--- src/rtl/seq_alu_pkg.sv ---
`default_nettype none
// ============================================================================
// Module      : seq_alu_pkg
// Description : Shared types and constants for the sequential ALU.
//               Contents: the opcode enum, the control FSM state enum, the
//               flag bit positions, and a helper that identifies the opcodes
//               handled by the iterative unit.
//               Optional macro SEQ_ALU_DIV_EN makes opcode 1111 an iterative
//               divide instead of PASS B.
// Revision    : 1.0 - initial release
// ============================================================================
package seq_alu_pkg;

   typedef enum logic [3:0] {
      OP_ADD  = 4'b0000,
      OP_SUB  = 4'b0001,
      OP_AND  = 4'b0010,
      OP_OR   = 4'b0011,
      OP_XOR  = 4'b0100,
      OP_NOT  = 4'b0101,
      OP_SHL  = 4'b0110,
      OP_SHR  = 4'b0111,
      OP_ASR  = 4'b1000,
      OP_ROL  = 4'b1001,
      OP_ROR  = 4'b1010,
      OP_INC  = 4'b1011,
      OP_DEC  = 4'b1100,
      OP_CMP  = 4'b1101,
      OP_MUL  = 4'b1110,
      OP_PDIV = 4'b1111   // PASS B, or DIV when the divider is built
   } op_e;

   typedef enum logic [1:0] {
      IDLE = 2'd0,
      BUSY = 2'd1,
      DONE = 2'd2
   } state_e;

   // Bit positions inside flags = {carry, zero, neg, ovf}
   localparam int FLG_C = 3;
   localparam int FLG_Z = 2;
   localparam int FLG_N = 1;
   localparam int FLG_V = 0;

   // True for opcodes that run through the multi-cycle iterative unit
   function automatic logic is_iter_op(input logic [3:0] opc);
`ifdef SEQ_ALU_DIV_EN
      return (opc == OP_MUL) || (opc == OP_PDIV);
`else
      return (opc == OP_MUL);
`endif
   endfunction

endpackage
`default_nettype wire

--- src/rtl/seq_alu_iter.sv ---
`default_nettype none
// ============================================================================
// Module      : seq_alu_iter
// Description : Iterative arithmetic unit. It contains a WIDTH-step
//               shift-add multiplier. When SEQ_ALU_DIV_EN is defined, it also
//               contains a WIDTH-step restoring divider that shares the
//               same 2*WIDTH working register.
// Ports       : clk, rst_n       - clock, async active-low reset
//               start            - load operands (one-cycle pulse)
//               div              - (SEQ_ALU_DIV_EN) select divide on start
//               a, b             - operands sampled on start
//               done             - final step is being taken this cycle
//               res_lo, res_hi   - value of the working register after the
//                                  current step (valid when done=1)
//               div_mode,div_zero- (SEQ_ALU_DIV_EN) op kind / divisor == 0
// Revision    : 1.0 - initial release
// ============================================================================
module seq_alu_iter
   import seq_alu_pkg::*;
#(
   parameter int WIDTH = 8
) (
   input  logic             clk,
   input  logic             rst_n,
   input  logic             start,
`ifdef SEQ_ALU_DIV_EN
   input  logic             div,
`endif
   input  logic [WIDTH-1:0] a,
   input  logic [WIDTH-1:0] b,
   output logic             done,
   output logic [WIDTH-1:0] res_lo,
   output logic [WIDTH-1:0] res_hi
`ifdef SEQ_ALU_DIV_EN
   ,
   output logic             div_mode,
   output logic             div_zero
`endif
);

   localparam int             SHW  = $clog2(WIDTH);
   localparam logic [SHW-1:0] LAST = SHW'(WIDTH - 1);

   logic               busy_q, busy_d;
   logic [SHW-1:0]     cnt_q, cnt_d;
   logic [2*WIDTH-1:0] acc_q, acc_d;     // {hi: partial product / remainder, lo: multiplier / quotient}
   logic [WIDTH-1:0]   opnd_q, opnd_d;   // multiplicand or divisor
   logic [WIDTH:0]     w_sum;
   logic [2*WIDTH-1:0] w_step;
`ifdef SEQ_ALU_DIV_EN
   logic               div_q, div_d;
   logic [WIDTH:0]     w_rsh;
   logic [WIDTH-1:0]   w_diff;
`endif

   always_comb begin
      busy_d = busy_q;
      cnt_d  = cnt_q;
      acc_d  = acc_q;
      opnd_d = opnd_q;
`ifdef SEQ_ALU_DIV_EN
      div_d  = div_q;
`endif

      // Multiply step: conditionally add the multiplicand into the high half,
      // then shift the whole register right by one. The carry drops into the MSB.
      w_sum  = {1'b0, acc_q[2*WIDTH-1:WIDTH]} + (acc_q[0] ? {1'b0, opnd_q} : {(WIDTH+1){1'b0}});
      w_step = {w_sum, acc_q[WIDTH-1:1]};

`ifdef SEQ_ALU_DIV_EN
      // Divide step: shift the next dividend bit into the remainder and
      // subtract the divisor if it fits. The remainder is always below the
      // divisor, so the difference fits in WIDTH bits. For a zero divisor,
      // this yields an all-ones quotient and remainder = A.
      w_rsh  = {acc_q[2*WIDTH-1:WIDTH], acc_q[WIDTH-1]};
      w_diff = w_rsh[WIDTH-1:0] - opnd_q;
      if (div_q) begin
         if (w_rsh >= {1'b0, opnd_q})
            w_step = {w_diff, acc_q[WIDTH-2:0], 1'b1};
         else
            w_step = {w_rsh[WIDTH-1:0], acc_q[WIDTH-2:0], 1'b0};
      end
`endif

      done = busy_q && (cnt_q == LAST);

      if (start) begin
         busy_d = 1'b1;
         cnt_d  = '0;
         opnd_d = a;
         acc_d  = {{WIDTH{1'b0}}, b};
`ifdef SEQ_ALU_DIV_EN
         div_d  = div;
         if (div) begin
            opnd_d = b;
            acc_d  = {{WIDTH{1'b0}}, a};
         end
`endif
      end else if (busy_q) begin
         acc_d = w_step;
         cnt_d = cnt_q + SHW'(1);
         if (done)
            busy_d = 1'b0;
      end
   end

   // The final result is taken from the step value, so the top module can
   // register it on the same edge that completes the last iteration.
   assign res_lo = w_step[WIDTH-1:0];
   assign res_hi = w_step[2*WIDTH-1:WIDTH];

`ifdef SEQ_ALU_DIV_EN
   assign div_mode = div_q;
   assign div_zero = div_q && (opnd_q == '0);
`endif

   always_ff @(posedge clk or negedge rst_n) begin
      if (!rst_n) begin
         busy_q <= 1'b0;
         cnt_q  <= '0;
         acc_q  <= '0;
         opnd_q <= '0;
`ifdef SEQ_ALU_DIV_EN
         div_q  <= 1'b0;
`endif
      end else begin
         busy_q <= busy_d;
         cnt_q  <= cnt_d;
         acc_q  <= acc_d;
         opnd_q <= opnd_d;
`ifdef SEQ_ALU_DIV_EN
         div_q  <= div_d;
`endif
      end
   end

endmodule
`default_nettype wire

--- src/rtl/seq_alu.sv ---
`default_nettype none
// ============================================================================
// Module      : seq_alu
// Description : Registered 16-operation ALU with valid/ready handshakes on
//               input and output. It provides {carry, zero, neg, ovf} flags.
//               MUL is multi-cycle (WIDTH+1 cycles) through seq_alu_iter.
//               Optional macro SEQ_ALU_DIV_EN: op 1111 becomes an unsigned
//               restoring divide (quotient -> result, remainder ->
//               result_hi). Otherwise op 1111 is PASS B.
// Ports       : clk, rst_n            - clock, async active-low reset
//               in_valid/in_ready     - operand handshake
//               a, b [WIDTH], op [4]  - operands and opcode
//               out_valid/out_ready   - result handshake
//               result [WIDTH]        - result (low half for MUL)
//               result_hi [WIDTH]     - MUL high half / remainder, else 0
//               flags [4]             - {carry, zero, neg, ovf}
// Revision    : 1.0 - initial release
// ============================================================================
module seq_alu
   import seq_alu_pkg::*;
#(
   parameter int WIDTH = 8
) (
   input  logic             clk,
   input  logic             rst_n,
   input  logic             in_valid,
   output logic             in_ready,
   input  logic [WIDTH-1:0] a,
   input  logic [WIDTH-1:0] b,
   input  logic [3:0]       op,
   output logic             out_valid,
   input  logic             out_ready,
   output logic [WIDTH-1:0] result,
   output logic [WIDTH-1:0] result_hi,
   output logic [3:0]       flags
);

   localparam int SHW = $clog2(WIDTH);
   localparam int MSB = WIDTH - 1;

   state_e           state_q, state_d;
   logic [WIDTH-1:0] result_q, result_d;
   logic [WIDTH-1:0] result_hi_q, result_hi_d;
   logic [3:0]       flags_q, flags_d;

   logic             w_accept;
   logic             iter_start;
   logic             iter_done;
   logic [WIDTH-1:0] iter_lo, iter_hi;
   logic [3:0]       w_iter_flags;
`ifdef SEQ_ALU_DIV_EN
   logic             iter_div_mode;
   logic             iter_div_zero;
`endif

   logic [SHW-1:0]   w_amt;
   logic [SHW:0]     w_inv;
   logic [WIDTH:0]   w_add, w_sub;
   logic [WIDTH-1:0] w_res;
   logic             w_c, w_v;
   logic [3:0]       w_flags;

   // ------------------------------------------------------------------
   // Shift amount. If WIDTH is not a power of two, the SHW-bit amount
   // can reach WIDTH or beyond. In that case, fold it back once so that
   // rotates stay modular.
   // ------------------------------------------------------------------
   generate
      if (WIDTH == (1 << SHW)) begin : g_amt_pow2
         assign w_amt = b[SHW-1:0];
      end else begin : g_amt_fold
         assign w_amt = (b[SHW-1:0] >= SHW'(WIDTH)) ? (b[SHW-1:0] - SHW'(WIDTH)) : b[SHW-1:0];
      end
   endgenerate

   // Complementary amount for rotates. An amount of 0 gives WIDTH, and the
   // shift by WIDTH contributes 0.
   assign w_inv = (SHW+1)'(WIDTH) - {1'b0, w_amt};

   // ------------------------------------------------------------------
   // Single-cycle operation decode
   // ------------------------------------------------------------------
   always_comb begin
      w_add = {1'b0, a} + {1'b0, b};
      w_sub = {1'b0, a} - {1'b0, b};
      w_res = '0;
      w_c   = 1'b0;
      w_v   = 1'b0;
      case (op_e'(op))
         OP_ADD: begin
            w_res = w_add[WIDTH-1:0];
            w_c   = w_add[WIDTH];
            w_v   = (a[MSB] == b[MSB]) && (w_add[MSB] != a[MSB]);
         end
         OP_SUB: begin
            w_res = w_sub[WIDTH-1:0];
            w_c   = w_sub[WIDTH];                // borrow
            w_v   = (a[MSB] != b[MSB]) && (w_sub[MSB] != a[MSB]);
         end
         OP_AND: w_res = a & b;
         OP_OR:  w_res = a | b;
         OP_XOR: w_res = a ^ b;
         OP_NOT: w_res = ~a;
         OP_SHL: w_res = a << w_amt;
         OP_SHR: w_res = a >> w_amt;
         OP_ASR: w_res = $signed(a) >>> w_amt;
         OP_ROL: w_res = (a << w_amt) | (a >> w_inv);
         OP_ROR: w_res = (a >> w_amt) | (a << w_inv);
         OP_INC: begin
            w_res = a + {{(WIDTH-1){1'b0}}, 1'b1};
            w_v   = (a == {1'b0, {(WIDTH-1){1'b1}}});
         end
         OP_DEC: begin
            w_res = a - {{(WIDTH-1){1'b0}}, 1'b1};
            w_v   = (a == {1'b1, {(WIDTH-1){1'b0}}});
         end
         OP_CMP: begin
            w_res = {{(WIDTH-1){1'b0}}, w_sub[WIDTH]};
            w_c   = w_sub[WIDTH];
            w_v   = (a[MSB] != b[MSB]) && (w_sub[MSB] != a[MSB]);
         end
`ifndef SEQ_ALU_DIV_EN
         OP_PDIV: w_res = b;
`endif
         default: w_res = '0;                     // iterative ops
      endcase

      w_flags        = '0;
      w_flags[FLG_C] = w_c;
      w_flags[FLG_Z] = (w_res == '0);
      w_flags[FLG_N] = w_res[MSB];
      w_flags[FLG_V] = w_v;
   end

   // ------------------------------------------------------------------
   // Iterative unit and its flags
   // ------------------------------------------------------------------
   seq_alu_iter #(
      .WIDTH    (WIDTH)
   ) u_iter (
      .clk      (clk),
      .rst_n    (rst_n),
      .start    (iter_start),
`ifdef SEQ_ALU_DIV_EN
      .div      (op == OP_PDIV),
`endif
      .a        (a),
      .b        (b),
      .done     (iter_done),
      .res_lo   (iter_lo),
      .res_hi   (iter_hi)
`ifdef SEQ_ALU_DIV_EN
      ,
      .div_mode (iter_div_mode),
      .div_zero (iter_div_zero)
`endif
   );

   always_comb begin
      w_iter_flags        = '0;
      w_iter_flags[FLG_Z] = ({iter_hi, iter_lo} == '0);   // MUL: both halves
      w_iter_flags[FLG_N] = iter_lo[MSB];
`ifdef SEQ_ALU_DIV_EN
      if (iter_div_mode) begin
         w_iter_flags[FLG_Z] = (iter_lo == '0);
         w_iter_flags[FLG_V] = iter_div_zero;
      end
`endif
   end

   // ------------------------------------------------------------------
   // Control FSM: next state, handshakes and result capture
   // ------------------------------------------------------------------
   always_comb begin
      state_d     = state_q;
      result_d    = result_q;
      result_hi_d = result_hi_q;
      flags_d     = flags_q;
      iter_start  = 1'b0;
      in_ready    = 1'b0;
      out_valid   = 1'b0;
      w_accept    = 1'b0;

      case (state_q)
         IDLE: begin
            in_ready = 1'b1;
            w_accept = in_valid;
         end
         BUSY: begin
            if (iter_done) begin
               result_d    = iter_lo;
               result_hi_d = iter_hi;
               flags_d     = w_iter_flags;
               state_d     = DONE;
            end
         end
         DONE: begin
            out_valid = 1'b1;
            // If the consumer drains the result, a new operand can be taken
            // in the same cycle, so back-to-back ops need no idle cycle.
            if (out_ready) begin
               in_ready = 1'b1;
               w_accept = in_valid;
               state_d  = IDLE;
            end
         end
         default: state_d = IDLE;
      endcase

      if (w_accept) begin
         if (is_iter_op(op)) begin
            iter_start = 1'b1;
            state_d    = BUSY;
         end else begin
            result_d    = w_res;
            result_hi_d = '0;
            flags_d     = w_flags;
            state_d     = DONE;
         end
      end
   end

   always_ff @(posedge clk or negedge rst_n) begin
      if (!rst_n) begin
         state_q     <= IDLE;
         result_q    <= '0;
         result_hi_q <= '0;
         flags_q     <= '0;
      end else begin
         state_q     <= state_d;
         result_q    <= result_d;
         result_hi_q <= result_hi_d;
         flags_q     <= flags_d;
      end
   end

   assign result    = result_q;
   assign result_hi = result_hi_q;
   assign flags     = flags_q;

endmodule
`default_nettype wire

--- config.mk ---
export PLATFORM = sky130hd
export DESIGN_NAME = seq_alu
export DESIGN_NICKNAME = d
export VERILOG_FILES = /design/src/rtl/seq_alu_pkg.sv /design/src/rtl/seq_alu_iter.sv /design/src/rtl/seq_alu.sv
export SDC_FILE = /design/constraint.sdc
export NUM_CORES = 1
export LEC_CHECK = 0
export ABC_CLOCK_PERIOD_IN_PS = 3550
export CAP_MARGIN = 25
export CORE_MARGIN = 5
export CORE_UTILIZATION = 61
export CTS_BUF_LIST = sky130_fd_sc_hd__clkbuf_8
export DETAILED_ROUTE_END_ITERATION = 8
export PLACE_DENSITY = 0.83
export SKIP_LAST_GASP = 1
export SYNTH_ARGS = -nofsm -noshare
export SYNTH_HDL_FRONTEND = slang
export SYNTH_SLANG_ARGS = --single-unit
--- constraint.sdc ---
create_clock -name clk -period 3.55 [get_ports clk]
set_input_delay 0.71 -clock clk [delete_from_list [all_inputs] [get_ports clk]]
set_output_delay 0.71 -clock clk [all_outputs]
set_load 0.1 [all_outputs]
# Yosys cells after proc, flatten, opt, wreduce, memory -nomap -nowiden
# Cells that the tools add are included.
# totals
ff_bits,50
# op_classes
shifts,5
addsub,7
muxes,35
reduce_logical,10
bitwise_logic,6
eq_ne,27
# ops
op,n
8-bit one-hot mux with 15 select lines,1
8-bit two-way mux,9
4-bit == test (second input constant),8
16-bit two-way mux,2
8-bit OR,3
4-bit by 3-bit == test with 1-bit output (second input constant),4
16-bit zero test,1
4-bit two-way mux,4
8-bit by 8-bit adder with 9-bit output,1
8-bit by 9-bit adder with 9-bit output,1
8-bit by 8-bit subtractor with 9-bit output,1
8-bit by 1-bit adder with 8-bit output (second input constant),1
8-bit bitwise AND,1
4-bit by 2-bit == test with 1-bit output (second input constant),2
8-bit by 7-bit == test with 1-bit output (second input constant),1
8-bit == test (second input constant),1
8-bit zero test,1
1-bit two-way mux,8
2-bit two-way mux,4
8-bit NOT,1
8-bit by 3-bit << shifter with 8-bit output,1
8-bit by 4-bit << shifter with 8-bit output,1
8-bit by 3-bit right shift with 8-bit output,1
8-bit by 4-bit right shift with 8-bit output,1
other kinds (23),31

# Logic depth before layout (Yosys ltp)
# Gate-level depths: netlist of run 1.
# depth
word_depth,7
mapped_depth,14
ltp_nobuf,12

# Cells and area by module
# From an unflattened synthesis of run 1, not the netlist that was laid out.
# hier_totals
cells_unflattened,749
hier_area_um2,5916.9
# by_module_without_submodules
mod,seq_area_each_um2,cells_per_inst,area_each_um2,n_inst
seq_alu,550.5,581,4247.8,1
seq_alu_iter,700.7,168,1669.1,1

# Least setup slack after synthesis of run 1
# OpenSTA, ideal clock, no wires.
# synth_path
kind,input to register
start,in out_ready
end,reg u_iter.acc_q[10]
arrival_time_ns,3.373
setup_slack_ns,0.045
setup_ns,0.132
path_buffers,2
cell_stages,7
cell_sequence,nor2b_1 > nor2_1 > nand2_1 > nor2_1 > clkbuf_1 > clkbuf_1 > nor2_1
# synth_between
elab_chain_len,4
word_cells_on_any_way,5
cone_classes,mux (4); reduce/logical (1)
# synth_lines
item,line,text
"start, declared",seq_alu.sv:32,"input logic out_ready,"
1-bit two-way mux (*),seq_alu.sv:201,if (out_ready) begin
1-bit one-hot mux with 2 select lines (*),seq_alu.sv:184,case (state_q)
1-bit two-way mux (*),seq_alu.sv:210,if (w_accept) begin
16-bit two-way mux / 2-bit nonzero test (equally long branches),n/a,
"end signal, assigned",seq_alu_iter.sv:121,acc_q <= '0;
"end signal, assigned",seq_alu_iter.sv:129,acc_q <= acc_d;
"end, declared",seq_alu_iter.sv:46,"logic [2*WIDTH-1:0] acc_q, acc_d;"
# Mark *: on every way between the ends. The rest lies on a longest branch, timed or not.
# A chain may end at the register's enable or synchronous reset.

# Final worst setup path of run 1
# layout_path
start,in op[1]
end,reg u_iter.acc_q[4]
# layout_between
elab_chain_len,4
word_cells_on_any_way,5
cone_classes,eq/ne (1); mux (3); reduce/logical (1)
# layout_lines
item,line,text
"start, declared",seq_alu.sv:30,"input logic [3:0] op,"
4-bit == test (*),seq_alu_pkg.sv:50,return (opc == OP_MUL);
1-bit two-way mux (*),seq_alu.sv:211,if (is_iter_op(op)) begin
1-bit two-way mux (*),seq_alu.sv:210,
16-bit two-way mux / 2-bit nonzero test (equally long branches),n/a,
# Marks and branches as above.

==> results.toml, run 1 <==
[status]
outcome = "finished clean"

[timing]
hold_violations = 0
finalSetupTns_ps = 0
fin_crit_ps = 3360
final_max_slew_viol_count = 0
fin_worst_skew_ps = 11.6
tightest_slew_ps = 992
final-setup-viol-count = 0
max_freq_ghz = 0.297
grt_setup_unrepaired = "false"
finalWorstSetupSlack_ps = 187
post-route-period-util_pct = 94.7
max-slew-margin-rel_pct = 33.6

[yosys]
yosys.area.top_type = "dfrtp_1"
synth-seq-cells = 50
ys_seq_area_share_pct = 22.8
avgSynthCellArea_sq_um = 8.03
syn_area_sq_um = 5480
netlist_instances = 683
ys.flop_type = "dfrtp_1"
ys_async_sr_fraction_pct = 100
synth_edf_count = 0
yosysUniqueCellTypes = 85
syn_nets = 747
post-synth-top-area-fraction_pct = 22.8
synth_area_leaders = "dfrtp_1 23%, ha_1 8.4%, mux2i_1 5.3%, nand2_1 4.7%, nor2_1 4.5%"
yosys_warnings = 0

[layout]
mostFrequentLayoutCells = "72 x buf_4, 69 x nand2_1, 65 x nor2_1"
antenna_cells = 0
postLayoutCellArea_sq_um = 6500
final_common_cell = "buf_4"
layout-drive-gt1-share_pct = 16.7
final_cells = 863
syn_to_final_growth_pct = 18.6
utilization_pct = 74.5
fin_nets = 818

[cts]
cts_htree_levels = 2
holdBufCountCts = 0
clk_path_buf_depth = 2
cts_resized = 0
clock_sinks = 50
cts-root-buf = "clkbuf_8"
cts_setup_buffers = 0
cts_buffers = 5
cts_tree = "built"
clkLatencyLatePin_ps = 310
path_clk_slew_ps = 100

[pwr]
power_density_nw_per_um2 = 449
p_leak_nw = 2.74
peakVddDrop_uv = 498

[global_routing]
grt_pass1_wl_mm = 30.6
track_usage_pct = 34.0
grt_pass1_vias = 5622
antenna_found_initial = 0
grt_max_degree = 37
grt_overflow = 0

[die]
core_sq_um = 8720
die_w_microns = 105
start_util_pct = 62.9
ios = 46
die_area_sq_um = 11000
rows = 34
die_h_microns = 105

[place]
dpl_worst_slack_ps = -126
numPlacedInstances = 855
place_congestion = 1.08
placed_area_sq_um = 6370
portBuffers = 45
place_hpwl_mm = 14.5

[job]
maxCapViolCount = 0

[detailed_routing]
dr.pass1.iters = 5
finalWirelength_mm = 19.0
vias_per_cell = 6.95
drc = 0
ant_nets = 0
routedWlPerCell_microns = 22.1
drtIter0Drc = 828
vias = 5995

[critical_path]
cp_data_required_time_ps = 3760
setup.worst_path.class = "input pin to flip-flop"
critPathCaptureType = "flip-flop"
startpoint_type = "input pin"
arrival_ps = 3580
crit_fanout = 33

[min_path]
hp-class = "input pin to asynchronous set/reset pin"
==> cell usage after synthesis, types with 7 or more instances <==
master,count
clkbuf_1,32
nor3_1,10
buf_2,13
a21oi_1,47
nor2_1,66
and2_1,7
ha_1,37
nand3_1,21
mux2_2,14
mux2i_1,29
nand4_1,11
xnor2_1,15
nor2b_1,12
dfrtp_1,50
and3_1,8
a211oi_1,12
inv_1,30
a31oi_1,10
o21ai_0,24
nand2_1,69
o211ai_1,7
o21ai_1,8
==> state kept, by name, indices dropped and copies added (netlist names) <==
name / cells
state_q: 2
result: 8
result_hi: 8
u_iter.opnd_q: 8
u_iter.acc_q: 16
u_iter.busy_q: 1
u_iter.cnt_q: 3
flags: 4
==> routing by layer <==
layer | part of all wire (%) | up-vias | GRT usage, % | wire [microns]
li1 | - | 2660 | - | -
met1 | 41 | 2853 | 50.1 | 7800
met2 | 43 | 418 | 48.7 | 8210
met3 | 13 | 64 | 8.82 | 2440
met4 | 3.1 | 0 | 10.5 | 599
met5 | 0 | - | 0 | 0
==> per-stage QoR <==
step / power, W / hold slack [ps]
floorplan: 0.00197 / 414
global placement: 0.00243 / 486
detailed placement: 0.00251 / 490
CTS: 0.00288 / 369
global route: 0.00309 / 378
finish: 0.00292 / 359
==> cell type report <==
type,count,area (sq um)
Inverter,36,135
Multi-Input combinational cell,545,3890
Timing Repair Buffer,116,986
Sequential cell,50,1250
Clock buffer,6,82.6
Fill cell,694,2220
Clock inverter,2,16.3
Tap cell,108,135
==> critical path, stage by stage <==
cell and delay [ps]:
clkdlybuf4s50_1 500, buf_4 340, nor2b_1 670, nand3_1 340, nor2_2 520, buf_4 290
nand2_1 80, o21ai_0 100
==> logic make-up after synthesis <==
family | synth area share (%)
xor+xnor | 3.17
compound gates | 22.2
mux | 11.6
fa+ha+maj | 9.54
flops | 22.8
buf+inv | 6.76
simple gates | 23.9
==> final timing paths <==
kind                       depth (start not counted)              from  slack (ps)               end
setup / recovery                                   8             op[1]         190   u_iter.acc_q[4]
hold / removal                                     1             rst_n         360      result_hi[0]
max in group asynchronous                          2             rst_n        2640   u_iter.cnt_q[2]
hold reg to reg                                    1  u_iter.opnd_q[4]         510  u_iter.opnd_q[4]
min in group clk                                   1  u_iter.opnd_q[4]         510  u_iter.opnd_q[4]
setup reg to reg                                  12   u_iter.acc_q[0]         360          flags[2]
==> power by group <==
part	leakage (nW)	internal (W)	switching, W
Sequential	0.620	0.000739	0.000128
Combinational	2.08	0.000649	0.00103
Clock	0.0478	0.000161	0.000206
Total	2.74	0.00155	0.00137
Note: power is estimated with default switching activity, not from simulation.
==> run 2, diff against run 1 <==
--- a/config.mk
+++ b/config.mk
@@ -5,7 +5,7 @@
 export SDC_FILE = /design/constraint.sdc
 export NUM_CORES = 1
 export LEC_CHECK = 0
-export ABC_CLOCK_PERIOD_IN_PS = 3550
+export ABC_CLOCK_PERIOD_IN_PS = 3640
 export CAP_MARGIN = 25
 export CORE_MARGIN = 5
 export CORE_UTILIZATION = 61
==> constraint.sdc (replaced) <==
create_clock -name clk -period 3.64 [get_ports clk]
set_input_delay 0.728 -clock clk [delete_from_list [all_inputs] [get_ports clk]]
set_output_delay 0.728 -clock clk [all_outputs]
set_load 0.1 [all_outputs]
==> run 2 against run 1 <==
Critical path depth rose by 2. Setup slack improved by 18 ps. Largest cell class unchanged. Largest power group unchanged. Flip-flop and latch count did not move. Register-to-register slack improved by 80 ps. Clock power fell by 6.0%.
==> results.toml, run 2 (same netlist as run 1, synthesis figures left out) <==
[timing]
post-route-period-util_pct = 94.4
final_max_slew_viol_count = 0
tightest_slew_ps = 984
max-slew-margin-rel_pct = 34.2
fin_crit_ps = 3430
max_freq_ghz = 0.291
fin_worst_skew_ps = 11.2
hold_ws_ps = 283
hold_violations = 0
grt_setup_unrepaired = "false"
final-setup-viol-count = 0

[die]
ios = 46
core_sq_um = 8720
die_area_sq_um = 11000
rows = 34
die_h_microns = 105
die_w_microns = 105
start_util_pct = 62.9

[detailed_routing]
dr.pass1.iters = 6
wl_met1_mm = 7.77
drtIter0Drc = 809
wl_met3_mm = 2.36
top_layer_used = "met4"
dr_wl_met2_mm = 8.22
routedWlPerCell_microns = 22.1
ant_nets = 0
vias = 5890
drc = 0
vias_per_cell = 6.91
finalWirelength_mm = 18.9

[cts]
holdBufCountCts = 0
cts_setup_buffers = 0
cts-root-buf = "clkbuf_8"
clock_sinks = 50
cts_resized = 0
path_clk_slew_ps = 100
cts_buffers = 5
clkLatencyLatePin_ps = 310
cts_tree = "built"
clk_path_buf_depth = 2
cts_htree_levels = 2

[global_routing]
grt_max_degree = 51
antenna_found_initial = 0
grt_pass1_wl_mm = 30.0
track_usage_pct = 33.2
grt_pass1_vias = 5564
grt_overflow = 0

[layout]
largest_register_ffs = 16
antenna_cells = 0
layout-drive-gt1-share_pct = 15.0
fin_nets = 808
largest-register = "u_iter.acc_q"
final_common_cell = "nand2_1"
mostFrequentLayoutCells = "69 x nand2_1, 65 x nor2_1, 59 x buf_4"
syn_to_final_growth_pct = 17.3
nFillCells = 691

[critical_path]
cp_data_required_time_ps = 3880
critPathLaunch = "op[0]"
path_buf_inv = 2
arrival_ps = 3680
crit_slowest_cell = "a2111oi_0"
setup.worst_path.class = "input pin to flip-flop"
reg2reg_from = "u_iter.acc_q[0]"
startpoint_type = "input pin"
max_stage_delay_ps = 660
critPathCaptureType = "flip-flop"
critPathTopFamily = "compound AO/OA/AOI/OAI gates"
crit_fanout = 45
path_cells = "clkdlybuf4s50_1, buf_4, nor4b_1, and3_1, a2111oi_0, o2111ai_1, a211oi_2, nand4_1, nor2_1, a41o_1"

[pwr]
power_density_nw_per_um2 = 439
pwr-share-clk_pct = 12.2
share_comb_of_total_power_pct = 57.7
power.total_w = 0.00282
power.switching_w = 0.00133
internal_power_w = 0.00149
swShare_pct = 47.1
p_seq_share_pct = 30.0
p_leak_nw = 2.70
peakVddDrop_uv = 431

[place]
place_congestion = 1.09
portBuffers = 45
place_hpwl_mm = 14.0

[status]
outcome = "finished clean"

[min_path]
hp-class = "input pin to asynchronous set/reset pin"

[job]
maxCapViolCount = 0
## run 2: cell types whose count changed in the layout (fill, tap and decap cells not counted), sizes merged
cell | previous run | this run
clkdlybuf4s50 | 42 | 43
clkbuf | 6 | 5
clkinvlp | 1 | 0
clkinv | 0 | 1
buf | 74 | 63
inv | 37 | 38
## run 2: final timing paths
check / to / slack, ps / cells past startpoint
worst min-delay path: result_hi[4] / 280 / 1
min in group clk: u_iter.opnd_q[5] / 510 / 1
max in group asynchronous: u_iter.acc_q[15] / 2850 / 2
worst min register to register: u_iter.opnd_q[5] / 510 / 1
worst max-delay path: flags[2] / 210 / 10
worst max register to register: flags[2] / 440 / 12
## run 2: final cells by class
class                   count  area (sq um)  area share, %
clock buffers               5          68.8           1.07
repair buffers            106           938           14.6
flip-flops and latches     50          1250           19.5
multi-input cells         545          3870           60.2
clock inverters             3          28.8          0.447
well taps                 108           135           2.10
inverters                  36           135           2.10
## run 2: worst register-to-register path, delay by kind of cell (launching register included)
kind	cells	cell delay, ps
AO/OA/AOI/OAI	5	1040
buffers and inverters	1	80
AND/OR/NAND/NOR	4	1130
adder cells (fa/ha/maj)	2	420
flip-flops	1	470
## run 2: power by group through the flow
stage / sequential [W] / clock, W / combinational (W)
after floorplan: 0.00101 / 0 / 0.000914
after global placement: 0.000840 / 0 / 0.00152
after detailed placement: 0.000856 / 0 / 0.00158
after CTS: 0.000845 / 0.000352 / 0.00159
after global routing: 0.000868 / 0.000379 / 0.00174
final: 0.000847 / 0.000345 / 0.00163
## run 2: through the flow
stage          cells  util [%]  setup slack, ps  area [sq um]  setup TNS [ps]
4_1_cts          852      73.4              191          6400               0
2_1_floorplan    683         -              117          5480               0
3_5_place_dp     844      72.3             -131          6300            -160
5_1_grt          853      73.8              100          6430               0
3_3_place_gp     844      72.3            -13.9          6300           -13.9
6_report         853      73.8              205          6430               0
## run 2: metal layers
metal	vias up	GRT usage, %
met1	2790	48.7
met5	-	0
met3	55	8.51
li1	2635	-
met4	0	7.67
met2	410	49.2
==> run 3, diff against run 2 <==
--- a/config.mk
+++ b/config.mk
@@ -6,7 +6,6 @@
 export NUM_CORES = 1
 export LEC_CHECK = 0
 export ABC_CLOCK_PERIOD_IN_PS = 3640
-export CAP_MARGIN = 25
 export CORE_MARGIN = 5
 export CORE_UTILIZATION = 61
 export CTS_BUF_LIST = sky130_fd_sc_hd__clkbuf_8
==> run 3 against run 2 <==
First-iteration DRC count fell by 4.4%. Setup slack lost 30 ps. Sequential power is essentially flat. Register-to-register slack barely moved. Cell count decreased by 0.12%. Routed wire length fell by 0.34%. Maximum frequency fell by 0.88%. Critical path type unchanged.
==> results.toml, run 3 (same netlist as run 1, synthesis figures left out) <==
[status]
outcome = "finished clean"

[layout]
antenna_cells = 0
syn_to_final_growth_pct = 17.0
largest-register = "u_iter.acc_q"
mostFrequentLayoutCells = "69 x nand2_1, 65 x nor2_1, 59 x buf_4"
postLayoutCellArea_sq_um = 6410
utilization_pct = 73.5
largest_register_ffs = 16
fin_nets = 807
layout-drive-gt1-share_pct = 14.9
final_common_cell = "nand2_1"

[cts]
cts_tree = "built"
path_clk_slew_ps = 100
clock_sinks = 50
cts_htree_levels = 2
cts-root-buf = "clkbuf_8"
clk_path_buf_depth = 2
cts_setup_buffers = 0
clkLatencyLatePin_ps = 310
cts_buffers = 5

[detailed_routing]
routedWlPerCell_microns = 22.1
finalWirelength_mm = 18.8
drtIter0Drc = 773
ant_nets = 0
vias = 5898
vias_per_cell = 6.92
dr.pass1.iters = 5
drc = 0

[timing]
post-route-period-util_pct = 95.2
tightest_slew_ps = 1100
final-setup-viol-count = 0
max_freq_ghz = 0.289
max-slew-margin-rel_pct = 26.4
hold_violations = 0
fin_worst_skew_ps = 11.7
final_max_slew_viol_count = 0
fin_crit_ps = 3470
grt_setup_unrepaired = "false"

[global_routing]
track_usage_pct = 33.2
grt_pass1_vias = 5564
grt_pass1_wl_mm = 30.0
grt_overflow = 0
grt_max_degree = 51
antenna_found_initial = 0

[critical_path]
r2r-end = "flags[2]"
crit_fanout = 4
r2r_setup_slack_ps = 430
critPathCaptureType = "flip-flop"
startpoint_type = "input pin"
setup.worst_path.class = "input pin to flip-flop"
cp_data_required_time_ps = 3840
reg2reg_from = "u_iter.acc_q[0]"
reg2reg_depth = 12
arrival_ps = 3660

[die]
die_area_sq_um = 11000
die_w_microns = 105
rows = 34
die_h_microns = 105
core_sq_um = 8720
start_util_pct = 62.9
ios = 46

[job]
maxCapViolCount = 0

[min_path]
min_from = "u_iter.opnd_q[1]"
whs_endpoint = "u_iter.opnd_q[1]"
hp-class = "flip-flop to flip-flop"
hold_depth = 1

[pwr]
power_density_nw_per_um2 = 440
peakVddDrop_uv = 435
p_leak_nw = 2.69

[place]
place_hpwl_mm = 14.0
place_congestion = 1.09
placed_area_sq_um = 6300
portBuffers = 45
run 3: cell types whose count changed in the layout (fill, tap and decap cells not counted):
| cell | delta |
|---|---|
| buf_12 | -1 |
run 3: final cells by class:
class | instances | area (sq um)
fillers | 695 | 2310
repair buffers | 105 | 918
clock inverters | 3 | 28.8
multi-input cells | 545 | 3870
well taps | 108 | 135
flip-flops and latches | 50 | 1250
inverters | 36 | 135
clock buffers | 5 | 68.8
run 3: what timing repair did:
item                                    in CTS  in global routing
endpoints found under the setup margin       0                  1
gates resized for setup                      0                  2
hold endpoints to repair                     0                  0
hold buffers                                 0                  0
run 3: worst max-delay path: stages:
cell	delay (ps)
clkdlybuf4s50_1	550
ha_1	220
inv_1	70
fa_1	460
nor3b_1	180
nor3_1	280
o31ai_1	180
a221oi_2	410
o2111ai_1	160
nand4_1	150
inv_1	50
a41o_1	210
run 3: where the power goes:
part	total [W]	internal, W	leakage [nW]	switching [W]
sequential	0.000848	0.000721	0.620	0.000127
combinational	0.00163	0.000624	2.02	0.00100
clock	0.000346	0.000144	0.0506	0.000202
total	0.00282	0.00149	2.69	0.00133
run 3: worst max path at each step:
stage              start                to  slack, ps  depth (start not counted)
2_1_floorplan  out_ready  u_iter.acc_q[10]        120                          7
3_3_place_gp        b[0]          flags[2]        -10                         12
3_5_place_dp        b[0]          flags[2]       -130                         12
4_1_cts             b[0]          flags[2]        190                         12
5_1_grt            op[0]          flags[2]        100                         10
6_report            b[0]          flags[2]        170                         12
run 3: stage by stage:
stage | power (W) | hold WS [ps] | cells | worst slack [ps] | setup TNS (ps)
floorplan | 0.00192 | 432 | 683 | 117 | 0
global placement | 0.00236 | 485 | 844 | -13.9 | -13.9
detailed placement | 0.00244 | 490 | 844 | -131 | -160
CTS | 0.00279 | 511 | 852 | 191 | 0
global route | 0.00299 | 534 | 852 | 100 | 0
finish | 0.00282 | 517 | 852 | 175 | 0
run 3: per-layer routing:
metal | up-vias | GRT usage [%] | share of wire [%]
li1 | 2628 | - | -
met1 | 2778 | 48.7 | 41
met2 | 425 | 49.2 | 43
met3 | 67 | 8.51 | 13
met4 | 0 | 7.67 | 2.7
met5 | - | 0 | 0
==> RTL edit 1: new RTL, config.mk and constraints of run 1 <==
`WIDTH` is set to 8 in 2 places; all go to 4.
--- a/src/rtl/seq_alu_iter.sv
+++ b/src/rtl/seq_alu_iter.sv
@@ -20,3 +20,3 @@
 #(
-   parameter int WIDTH = 8
+   parameter int WIDTH = 4
 ) (
--- a/src/rtl/seq_alu.sv
+++ b/src/rtl/seq_alu.sv
@@ -21,3 +21,3 @@
 #(
-   parameter int WIDTH = 8
+   parameter int WIDTH = 4
 ) (
Ports: changed (resized a, b, result and result_hi); port bits go from 46 to 30. No check against the original RTL was run, so the function may have changed too.
==> RTL edit 1 against run 1 <==
- final area down 49%
- routed wire length down 56%
- power down 46%
- critical path depth up 1
- synthesized area down 48%
- largest power group unchanged
- cell count down 52%
- setup slack better by 0.27 ns
- global-route usage down 6.2 points
- sequential cell count down 21
==> RTL edit 1: results (changes against run 1) <==
stage,metric,value,unit,change
place,io_buffers,29,,-36%
detailed_routing,via_count,2723,,-55%
final_layout,fin_nets,400,,-51%
power_and_ir_drop,power.leakage,1.472,nW,-46%
detailed_routing,wl_per_cell,20.11,um,-8.9%
synthesis,synth.distinct_cells,67,,-21%
synthesis,yosysSeqAreaShare,25.57,%,+2.7 points
worst_setup_path,rrSetupSlack,1.23,ns,+0.87 ns
final_layout,nFillCells,361,,-48%
status,status,finished clean,,
global_routing,grtUsageMet3,7.551,%,-1.3 points
sta,clock_skew,0.004595,ns,-0.007031 ns
worst_setup_path,path_max_fanout,6,,-82%
power_and_ir_drop,peakVddDrop,457.9,uV,-8.0%
detailed_routing,met3_length,744,um,-69%
synthesis,synthTopCellsByCount,"32 x nor2_1, 29 x dfrtp_1, 25 x nand2_1",,
global_routing,gr-usage-met2,39.73,%,-9.0 points
global_routing,grt_use_total,27.83,%,-6.2 points
cts,insertion_delay,0.28,ns,-0.03 ns
global_routing,grt_max_degree,30,,-19%
worst_setup_path,crit_start,a[0],,
place,post-dp-hpwl,6.201,mm,-57%
global_routing,grt_pass1_vias,2541,,-55%
worst_setup_path,cp.arrival,3.28,ns,-0.30 ns
global_routing,grt_use_met1,41.39,%,-8.7 points
min_path,worstHoldPathType,register to register,,
cts,path_clk_slew,0.07,ns,-0.03 ns
detailed_routing,wirelength_met1,3.796,mm,-51%
detailed_routing,initialDrtViolationCount,241,,-71%
## RTL edit 1: changes by cell type after synthesis, moves of 14 or more
cell	run 1	this run
a21oi_1	47	20
clkbuf_1	32	5
dfrtp_1	50	29
ha_1	37	20
inv_1	30	16
nand2_1	69	25
nand3_1	21	6
nor2_1	66	32
## RTL edit 1: cell families after synthesis
group | count (synthesis) | share of synthesized area (%)
compound gates | 87 | 20.90
xor+xnor | 8 | 2.469
mux | 27 | 10.63
flops | 29 | 25.57
simple gates | 117 | 22.62
fa+ha+maj | 23 | 10.93
buf+inv | 42 | 6.878
## RTL edit 1: area by class of cell
class	instances	area, um^2	area share [%]
clock buffer	7	96.34	2.936
clock inverter	1	5.005	0.1525
inverter	18	67.56	2.059
multi-input combinational	262	1917	58.41
sequential	29	725.7	22.11
tap	52	65.06	1.982
timing repair buffer	45	405.4	12.35
## RTL edit 1: worst max-delay path, stage by stage
cell	delay (ns)
clkdlybuf4s50_1	0.52
ha_1	0.30
fa_1	0.40
xor2_1	0.16
o211ai_1	0.20
o311ai_1	0.14
nor4_1	0.29
nand4_1	0.19
o41ai_2	0.36
## RTL edit 1: through the flow
stage          instance area, um^2  hold slack (ns)  setup slack (ns)  instances  power [mW]
2_1_floorplan                 2838           0.4144            0.3757        333       1.043
5_1_grt                       3282           0.5400            0.3063        414       1.663
3_5_place_dp                  3181           0.5028            0.1877        406       1.256
4_1_cts                       3282           0.5159            0.4757        414       1.561
6_report                      3282           0.5059            0.4532        414       1.569
3_3_place_gp                  3181           0.4829            0.2925        406       1.230
## RTL edit 1: where the power goes
part / switching [mW] / internal, mW / total (mW)
clock: 0.130 / 0.175 / 0.305
combinational: 0.470 / 0.283 / 0.753
sequential: 0.0877 / 0.423 / 0.511
total: 0.688 / 0.881 / 1.57
==> RTL edit 2: new RTL, settings of run 1 <==
Without the edit above. Encoding of `state_e`: now one-hot (3 bits for 3 states).
--- a/src/rtl/seq_alu_pkg.sv
+++ b/src/rtl/seq_alu_pkg.sv
@@ -32,6 +32,6 @@
 
-   typedef enum logic [1:0] {
-      IDLE = 2'd0,
-      BUSY = 2'd1,
-      DONE = 2'd2
+   typedef enum logic [2:0] {
+      IDLE = 3'b001,
+      BUSY = 3'b010,
+      DONE = 3'b100
    } state_e;
Formal check against the unedited RTL: no difference found for any inputs over 4 cycles, from zero or initial values and one cycle with rst_n low; so few cycles prove little.
==> RTL edit 2 against run 1 <==
- power is 31% higher
- setup slack got worse by 0.015 ns
- clock skew rose by 0.0020 ns
- synthesized cell count rose by 3.5%
- routed wire length grew 9.4%
- sequential cell count grew 1
- worst hold slack got worse by 0.12 ns
- final area increased by 6.5%
- synthesized area increased by 5.8%
- combinational power increased by 43%
- clock power is 9.8% higher
- critical path type unchanged
==> RTL edit 2: results (changes against run 1) <==
stage,metric,value,unit,change
place,place_congestion,1.085,,+0.13%
place,dp_slack,-0.03717,ns,+0.08845 ns
synthesis,yosysSeqAreaShare,22.03,%,-0.79 points
cts,ctsLongestPathBuffers,2,,unchanged
worst_setup_path,crit_start,b[0],,
sta,hold_ws,0.2443,ns,-0.1152 ns
synthesis,synth_fp_nets,771,,+3.2%
sta,worst_pin_slew,1.008,ns,+0.01522 ns
final_layout,nFillCells,677,,-2.4%
synthesis,synth.distinct_cells,91,,+7.1%
synthesis,synthTopCellsByCount,"64 x nand2_1, 58 x nor2_1, 50 x dfrtp_1, 49 x a21oi_1, 37 x ha_1",,
final_layout,fin_nets,852,,+4.2%
detailed_routing,wl_per_cell,22.69,um,+2.8%
worst_setup_path,worst-r2r-cell-count,11,,-1
worst_setup_path,r2r_start,u_iter.acc_q[0],,
worst_setup_path,path_max_fanout,5,,-85%
worst_setup_path,cpLargestDelayFamily,compound AO/OA/AOI/OAI gates,,
cts,cts_resized,0,,unchanged
worst_setup_path,cp_slowest_cell,clkdlybuf4s50_1,,
worst_setup_path,slowest_delay,0.56,ns,-0.11 ns
final_layout,drive_gt1_share,16.60,%,-0.085 points
detailed_routing,vias_per_cell,6.936,,-0.16%
status,status,finished clean,,
global_routing,antenna_found_initial,0,,unchanged
cts,cts_max_level,2,,unchanged
global_routing,grt_pass1_wl,33.03,mm,+8.0%
power_and_ir_drop,peakVddDrop,573.3,uV,+15%
worst_setup_path,rrSetupSlack,0.63,ns,+0.27 ns
global_routing,grt_use_total,36.10,%,+2.1 points
final_layout,n_antenna_cell,0,,unchanged
place,post-dp-hpwl,15.79,mm,+9.1%
cts,numCtsBuffers,5,,unchanged
power_and_ir_drop,power.leakage,2.910,nW,+6.0%
synthesis,ys_top_cells_by_area,"dfrtp_1 22%, ha_1 8.0%, mux2i_1 6.0%, a21oi_1 4.2%, nand2_1 4.1%",,
detailed_routing,dr.pass1.iters,6,,+1
worst_setup_path,cp.arrival,3.63,ns,+0.05 ns
sta,final_min_period_over_clock_period,95.16,%,+0.43 points
global_routing,grt_pass1_vias,6154,,+9.5%
sta,clock_skew,0.01366,ns,+0.002037 ns
detailed_routing,initialDrtViolationCount,747,,-9.8%
global_routing,grt_max_degree,44,,+19%
place,dpl_cell_area,6814,um^2,+7.0%
-- RTL edit 2: changes by cell type after synthesis, moves of 7 or more --
| cell | change |
|---|---|
| a211oi_1 | +10 |
| and2_1 | +8 |
| nand3_1 | -10 |
| nor2_1 | -8 |
| nor3_1 | +11 |
| o21ai_0 | +11 |
| o21ai_1 | -7 |
-- RTL edit 2: where the power goes --
group	switching (mW)	leakage, nW	total, mW	internal [mW]
Sequential	0.188	0.634	1.01	0.820
Combinational	1.53	2.22	2.40	0.868
Clock	0.195	0.0556	0.403	0.208
Total	1.91	2.91	3.81	1.89
-- RTL edit 2: layout make-up --
type	count	area (um^2)	area share (%)
Clock inverter	3	41.29	0.5963
Tap cell	129	161.4	2.331
Inverter	39	146.4	2.114
Multi-Input combinational cell	560	4093	59.11
Timing Repair Buffer	131	1136	16.41
Sequential cell	51	1277	18.45
Clock buffer	5	68.82	0.9939
-- RTL edit 2: cell families (layout without fill, tap and decap cells) --
kind of cell               Yosys count  count (layout)  synth area share (%)
and+or+nand+nor                    246             246                 22.72
muxes                               58              58                 12.00
adders and majority gates           40              40                 9.020
buffers and inverters               96             178                 7.682
DFF                                 51              51                 22.03
xor gates and xnor gates            19              19                 3.194
AOI/OAI and AO/OA                  197             197                 23.35
-- RTL edit 2: worst register-to-register path: cells and delay by family, from the launching register on --
| kind | cells | cell delay [ns] |
|---|---|---|
| AND/OR/NAND/NOR | 2 | 0.29 |
| flip-flops | 1 | 0.55 |
| buffers and inverters | 1 | 0.09 |
| adder cells (fa/ha/maj) | 1 | 0.23 |
| AO/OA/AOI/OAI | 7 | 1.67 |
-- RTL edit 2: path summary, 6_finish.rpt --
check,to
max in group asynchronous,u_iter.acc_q[14]
min in group clk,u_iter.opnd_q[4]
setup / recovery,flags[2]
hold reg to reg,u_iter.opnd_q[4]
setup reg to reg,flags[2]
hold / removal,u_iter.busy_q
-- RTL edit 2: per-layer routing --
| layer | wire, um | global-route usage (%) | vias to the layer above |
|---|---|---|---|
| met5 | 0 | 0 | - |
| met4 | 974 | 14.61 | 0 |
| met3 | 2531 | 8.398 | 106 |
| met2 | 9293 | 56.71 | 481 |
| met1 | 8034 | 47.84 | 3014 |
| li1 | - | - | 2766 |
-- RTL edit 2: through the flow --
step,setup TNS (ns),cells
final,0,918
after global routing,0,918
after CTS,0,918
after detailed placement,-0.03717,910
after global placement,-0.04211,909
after floorplan,0,707
